### src/rtl/scan_decoder.sv
`default_nettype none
// ============================================================================
//  Module      : scan_decoder
//  Description : Registered SEL_W-to-2**SEL_W one-hot decoder with enable,
//                selectable output polarity and an autonomous scan mode.
//                In scan mode a prescaled internal index walks through every
//                output, holding each for PRESCALE cycles (digit/row
//                multiplexing).
//  Revision    : 1.0 - initial release
// ============================================================================
module scan_decoder #(
    parameter int SEL_W      = 2,
    parameter int ACTIVE_LOW = 0,
    parameter int PRESCALE   = 4
) (
    input  logic                  clk,
    input  logic                  rst_n,
    input  logic                  en,
    input  logic                  mode,
    input  logic [SEL_W-1:0]      sel,
    output logic [(2**SEL_W)-1:0] d,
    output logic [SEL_W-1:0]      cur,
    output logic                  valid,
    output logic                  wrap
);

    // ------------------------------------------------------------------------
    // Derived constants
    // ------------------------------------------------------------------------
    localparam int c_N    = 2 ** SEL_W;
    // Counter needs at least one bit even when PRESCALE is 1 (it then stays 0).
    localparam int c_PS_W = (PRESCALE > 1) ? $clog2(PRESCALE) : 1;
    localparam logic [c_PS_W-1:0] c_PS_LAST = c_PS_W'(PRESCALE - 1);
    localparam logic [c_PS_W-1:0] c_PS_ONE  = c_PS_W'(1);
    localparam logic [c_N-1:0]    c_ONE     = c_N'(1);

    localparam logic [1:0] c_ST_IDLE   = 2'd0;
    localparam logic [1:0] c_ST_DIRECT = 2'd1;
    localparam logic [1:0] c_ST_SCAN   = 2'd2;

    // ------------------------------------------------------------------------
    // Signals
    // ------------------------------------------------------------------------
    logic [1:0]        r_state;
    logic [1:0]        w_state_nxt;

    logic [c_N-1:0]    r_d;
    logic [SEL_W-1:0]  r_cur;
    logic              r_valid;
    logic              r_wrap;
    logic [c_PS_W-1:0] r_presc;

    logic [c_N-1:0]    w_d_nxt;
    logic [SEL_W-1:0]  w_cur_nxt;
    logic              w_valid_nxt;
    logic              w_wrap_nxt;
    logic [c_PS_W-1:0] w_presc_nxt;

    logic [c_N-1:0]    w_idle_pattern;
    logic [SEL_W-1:0]  w_cur_inc;

    // Pattern of d when nothing is selected; XORing a one-hot vector with it
    // yields the driven pattern in the configured polarity.
    generate
        if (ACTIVE_LOW != 0) begin : g_active_low
            assign w_idle_pattern = {c_N{1'b1}};
        end else begin : g_active_high
            assign w_idle_pattern = {c_N{1'b0}};
        end
    endgenerate

    // Index arithmetic wraps naturally modulo N because N == 2**SEL_W.
    assign w_cur_inc = r_cur + 1'b1;

    function automatic logic [c_N-1:0] f_onehot(input logic [SEL_W-1:0] idx);
        f_onehot = c_ONE << idx;
    endfunction

    // ------------------------------------------------------------------------
    // State and output registers (asynchronous reset blanks everything)
    // ------------------------------------------------------------------------
    always_ff @(posedge clk or negedge rst_n) begin
        if (!rst_n) begin
            r_state <= c_ST_IDLE;
            r_d     <= w_idle_pattern;
            r_cur   <= '0;
            r_valid <= 1'b0;
            r_wrap  <= 1'b0;
            r_presc <= '0;
        end else begin
            r_state <= w_state_nxt;
            r_d     <= w_d_nxt;
            r_cur   <= w_cur_nxt;
            r_valid <= w_valid_nxt;
            r_wrap  <= w_wrap_nxt;
            r_presc <= w_presc_nxt;
        end
    end

    // Next state follows en/mode directly on every edge.
    always_comb begin
        w_state_nxt = c_ST_IDLE;
        if (en) begin
            w_state_nxt = mode ? c_ST_SCAN : c_ST_DIRECT;
        end
    end

    // Next output values for the state being entered on this edge.
    always_comb begin
        w_d_nxt     = r_d;
        w_cur_nxt   = r_cur;
        w_valid_nxt = r_valid;
        w_wrap_nxt  = 1'b0;
        w_presc_nxt = r_presc;
        case (w_state_nxt)
            c_ST_DIRECT: begin
                w_cur_nxt   = sel;
                w_d_nxt     = f_onehot(sel) ^ w_idle_pattern;
                w_valid_nxt = 1'b1;
                w_presc_nxt = '0;
            end
            c_ST_SCAN: begin
                w_valid_nxt = 1'b1;
                if (r_state != c_ST_SCAN) begin
                    // Entering scan always restarts at index 0 with a full dwell.
                    w_cur_nxt   = '0;
                    w_d_nxt     = f_onehot('0) ^ w_idle_pattern;
                    w_presc_nxt = '0;
                end else if (r_presc == c_PS_LAST) begin
                    w_presc_nxt = '0;
                    w_cur_nxt   = w_cur_inc;
                    w_d_nxt     = f_onehot(w_cur_inc) ^ w_idle_pattern;
                    w_wrap_nxt  = &r_cur;
                end else begin
                    w_presc_nxt = r_presc + c_PS_ONE;
                end
            end
            default: begin
                // Idle: blank outputs, keep the last index for observation.
                w_d_nxt     = w_idle_pattern;
                w_valid_nxt = 1'b0;
                w_presc_nxt = '0;
            end
        endcase
    end

    assign d     = r_d;
    assign cur   = r_cur;
    assign valid = r_valid;
    assign wrap  = r_wrap;

endmodule
`default_nettype wire

### config.mk
export PLATFORM = sky130hd
export DESIGN_NAME = scan_decoder
export DESIGN_NICKNAME = d
export VERILOG_FILES = /design/src/rtl/scan_decoder.sv
export SDC_FILE = /design/constraint.sdc
export NUM_CORES = 1
export LEC_CHECK = 0
export ABC_AREA = 1
export BUFFER_PORTS_ARGS = -buffer_cell sky130_fd_sc_hd__buf_2
export CAP_MARGIN = 5
export CORE_AREA = 10 10 47 49
export CTS_CLUSTER_DIAMETER = 150
export DETAILED_ROUTE_END_ITERATION = 7
export DIE_AREA = 0 0 57 59
export PLACE_DENSITY = 0.73
export SLEW_MARGIN = 20
export SYNTH_ARGS = -nofsm -noshare
export SYNTH_HDL_FRONTEND = slang
export SYNTH_SLANG_ARGS = --single-unit
export TNS_END_PERCENT = 1
### constraint.sdc
create_clock -name clk -period 2.5 [get_ports clk]
set_clock_uncertainty 0.05 [all_clocks]
set_input_delay 0.375 -clock clk [delete_from_list [all_inputs] [get_ports clk]]
set_output_delay 0.375 -clock clk [all_outputs]
set_load 0.02 [all_outputs]
==> qor.yml <==
run_status: "finished clean"
final_layout_size_suffix_gt1_frac: 0.260
drt_pre_antenna_iters: 4
critical_path_required_ps: 2080
route.antenna.remaining_nets: 0
boundaryPins: 14
timing.critical_path.arrival_ps: 930
clk_transition_reported_paths_ps: 80
port_buffers: 13
timing.critical_path.buf_inv: 1
first_pass_grt_wire_length_microns: 2300
grt_max_degree: 13
ys_ff_latch: 12
timing.setup.critical_path_class: "reg -> out"
tritoncts: "done"
cellLeakagePower_nw: 0.465
setup_total_negative_slack_ps: 0
startpoint_type: "register"
hold_violations: 0
drtIter0Drc: 16
p_per_area_mw_per_mm2: 535
dpl.hpwl_microns: 1050
fillerInstances: 147
setup_viol: 0
hold-worst-slack_ps: 200
critical_path.max_stage_delay_ps: 450
first_global_vias: 575
start_util: 0.472
synthToLayoutAreaGrowth_pct: 17.2
drc_markers: 0
mostFrequentLayoutCell: "sky130_fd_sc_hd__nand2_1"
r2r_slack_ps: 1180
total_power_consumption_of_the_routed_design_mw: 0.415
syn_inst: 84
synth.net_count: 96
nets: 114
unrepaired_setup_endpoints_after_global_routing: "false"
netlist-cell-type-count: 15
overflow: 0
most-common-layout-cells: "30 x sky130_fd_sc_hd__nand2_1, 13 x sky130_fd_sc_hd__buf_2, 12 x sky130_fd_sc_hd__dfrtp_1"
hp-class: "in -> reg"
die_w_microns: 57
dr_total_vias: 556
synth_area_per_cell_sq_um: 7.88
fin_crit_ps: 1350
synth_sequential_area_ratio: 0.454
cts.htree.levels: 1
viasPerCell: 4.79
clk-insertion-delay-late_ps: 270
combined_global_route_utilization_of_all_metal_layers: 0.0865
floorplan.rows: 14
cts.sink_count: 12
yosys_warnings: 0
synth_area_sq_um: 662
antenna_violations_before_repair: 0
irDropWorstVdd_mv: 0.301
standard_cell_core_area_sq_mm: 0.00140
crit_family: "flip-flops"
worstMarginPinSlew_ps: 277
startpoint_of_the_worst_slack_reg_to_reg_timing_path: "cur[1]$_DFFE_PN0P_"
post_drt_wl_per_cell_microns: 11.7
crit_fanout: 6
post_cts.resized_instances: 0
numCtsBuffers: 3
maxCapViolations: 0
hold_wc_startpoint: "en"
finalWeightedCongestion: 0.783
timing.final.max_slew_violations: 0
insertedDiodeCount: 0
clk_root_buffer_cell: "sky130_fd_sc_hd__clkbuf_4"
worstPathCellList: "buf_2"
die_height_microns: 59
timing.max_slew.rel_slack: 0.816
postCtsSetupRepairBufs: 0
worst_setup_path_end_kind: "output pin"
cpMaxStageDelayCell: "sky130_fd_sc_hd__dfrtp_1"
fin_crit_sh: 0.540
drt-total-wl_microns: 1350
critPathLaunch: "cur[0]$_DFFE_PN0P_"
cts_buffer_depth: 2
fmaxAchievable_mhz: 741
design.die.area_sq_mm: 0.00336
## registers in the layout, summed over array words and instances (netlist names)
signal	count
r_state	2
cur	2
r_presc	2
wrap	1
valid	1
d	4
## path summary, 6_finish.rpt
kind | endpoint | cells past startpoint
worst min-delay path | valid$_DFF_PN0_ | 1
worst min register to register | r_presc[0]$_DFF_PN0_ | 1
worst max register to register | d[2]$_DFFE_PN0P_ | 7
max in group asynchronous | r_presc[1]$_DFF_PN0_ | 2
min in group asynchronous | d[0]$_DFFE_PN0P_ | 2
worst max-delay path | cur[0] | 1
## layer usage
layer | GRT usage | part of all wire | vias to the layer above
met5 | 0 | 0 | -
met4 | 0.0604 | 0.014 | 0
met3 | 0.0215 | 0.041 | 4
met2 | 0.146 | 0.51 | 16
met1 | 0.0931 | 0.43 | 247
li1 | - | - | 289
## cell type report
| class | instances | area [sq um] | area share |
|---|---|---|---|
| Inverter | 13 | 51.3 | 0.0661 |
| Timing Repair Buffer | 14 | 75.1 | 0.0968 |
| Multi-Input combinational cell | 58 | 307 | 0.395 |
| Clock buffer | 3 | 22.5 | 0.0290 |
| Tap cell | 16 | 20.0 | 0.0258 |
| Sequential cell | 12 | 300 | 0.387 |
## synth_stat cells (all sizes together)
| cell type | n | area [sq um] |
|---|---|---|
| and3 | 1 | 6.26 |
| nand3 | 9 | 45.0 |
| nand2 | 33 | 131 |
| ha | 6 | 75.1 |
| nand4 | 1 | 6.26 |
| dfrtp | 12 | 300 |
| inv | 13 | 51.3 |
| or2 | 1 | 6.26 |
| nor2 | 7 | 36.3 |
| clkbuf | 1 | 3.75 |
## what timing repair did
| action | CTS | global route |
|---|---|---|
| endpoints found under the hold margin | 12 | 0 |
| hold buffers | 1 | 0 |
| setup endpoints to repair | 0 | 0 |
## cells by family (layout without fill, tap and decap cells)
family	after synthesis	in the layout	share of synthesized area
buffers and inverters	14	30	0.0832
DFF	12	12	0.454
and+or+nand+nor	52	52	0.350
adders and majority gates	6	6	0.113
## power by group
group	switching, mW	internal, mW	leakage, nW
Sequential	0.0114	0.205	0.158
Clock	0.0664	0.0558	0.0138
Combinational	0.0505	0.0260	0.293
## through the flow
stage          utilization  instances  setup slack [ps]  area, sq um
6_report             0.554        116              1150          776
5_1_grt              0.554        116              1060          776
4_1_cts              0.554        116              1140          776
3_5_place_dp         0.530        112              1180          743
3_3_place_gp         0.530        112              1170          743
2_1_floorplan            -         84              1120          662
## worst reg2reg max path: cells and delay by family, from the launching register on
family / cells / cell delay, ps
adder cells (fa/ha/maj): 1 / 190
buffers and inverters: 2 / 120
flip-flops: 1 / 430
AND/OR/NAND/NOR: 4 / 440
Note: power is estimated with default switching activity, not from simulation.
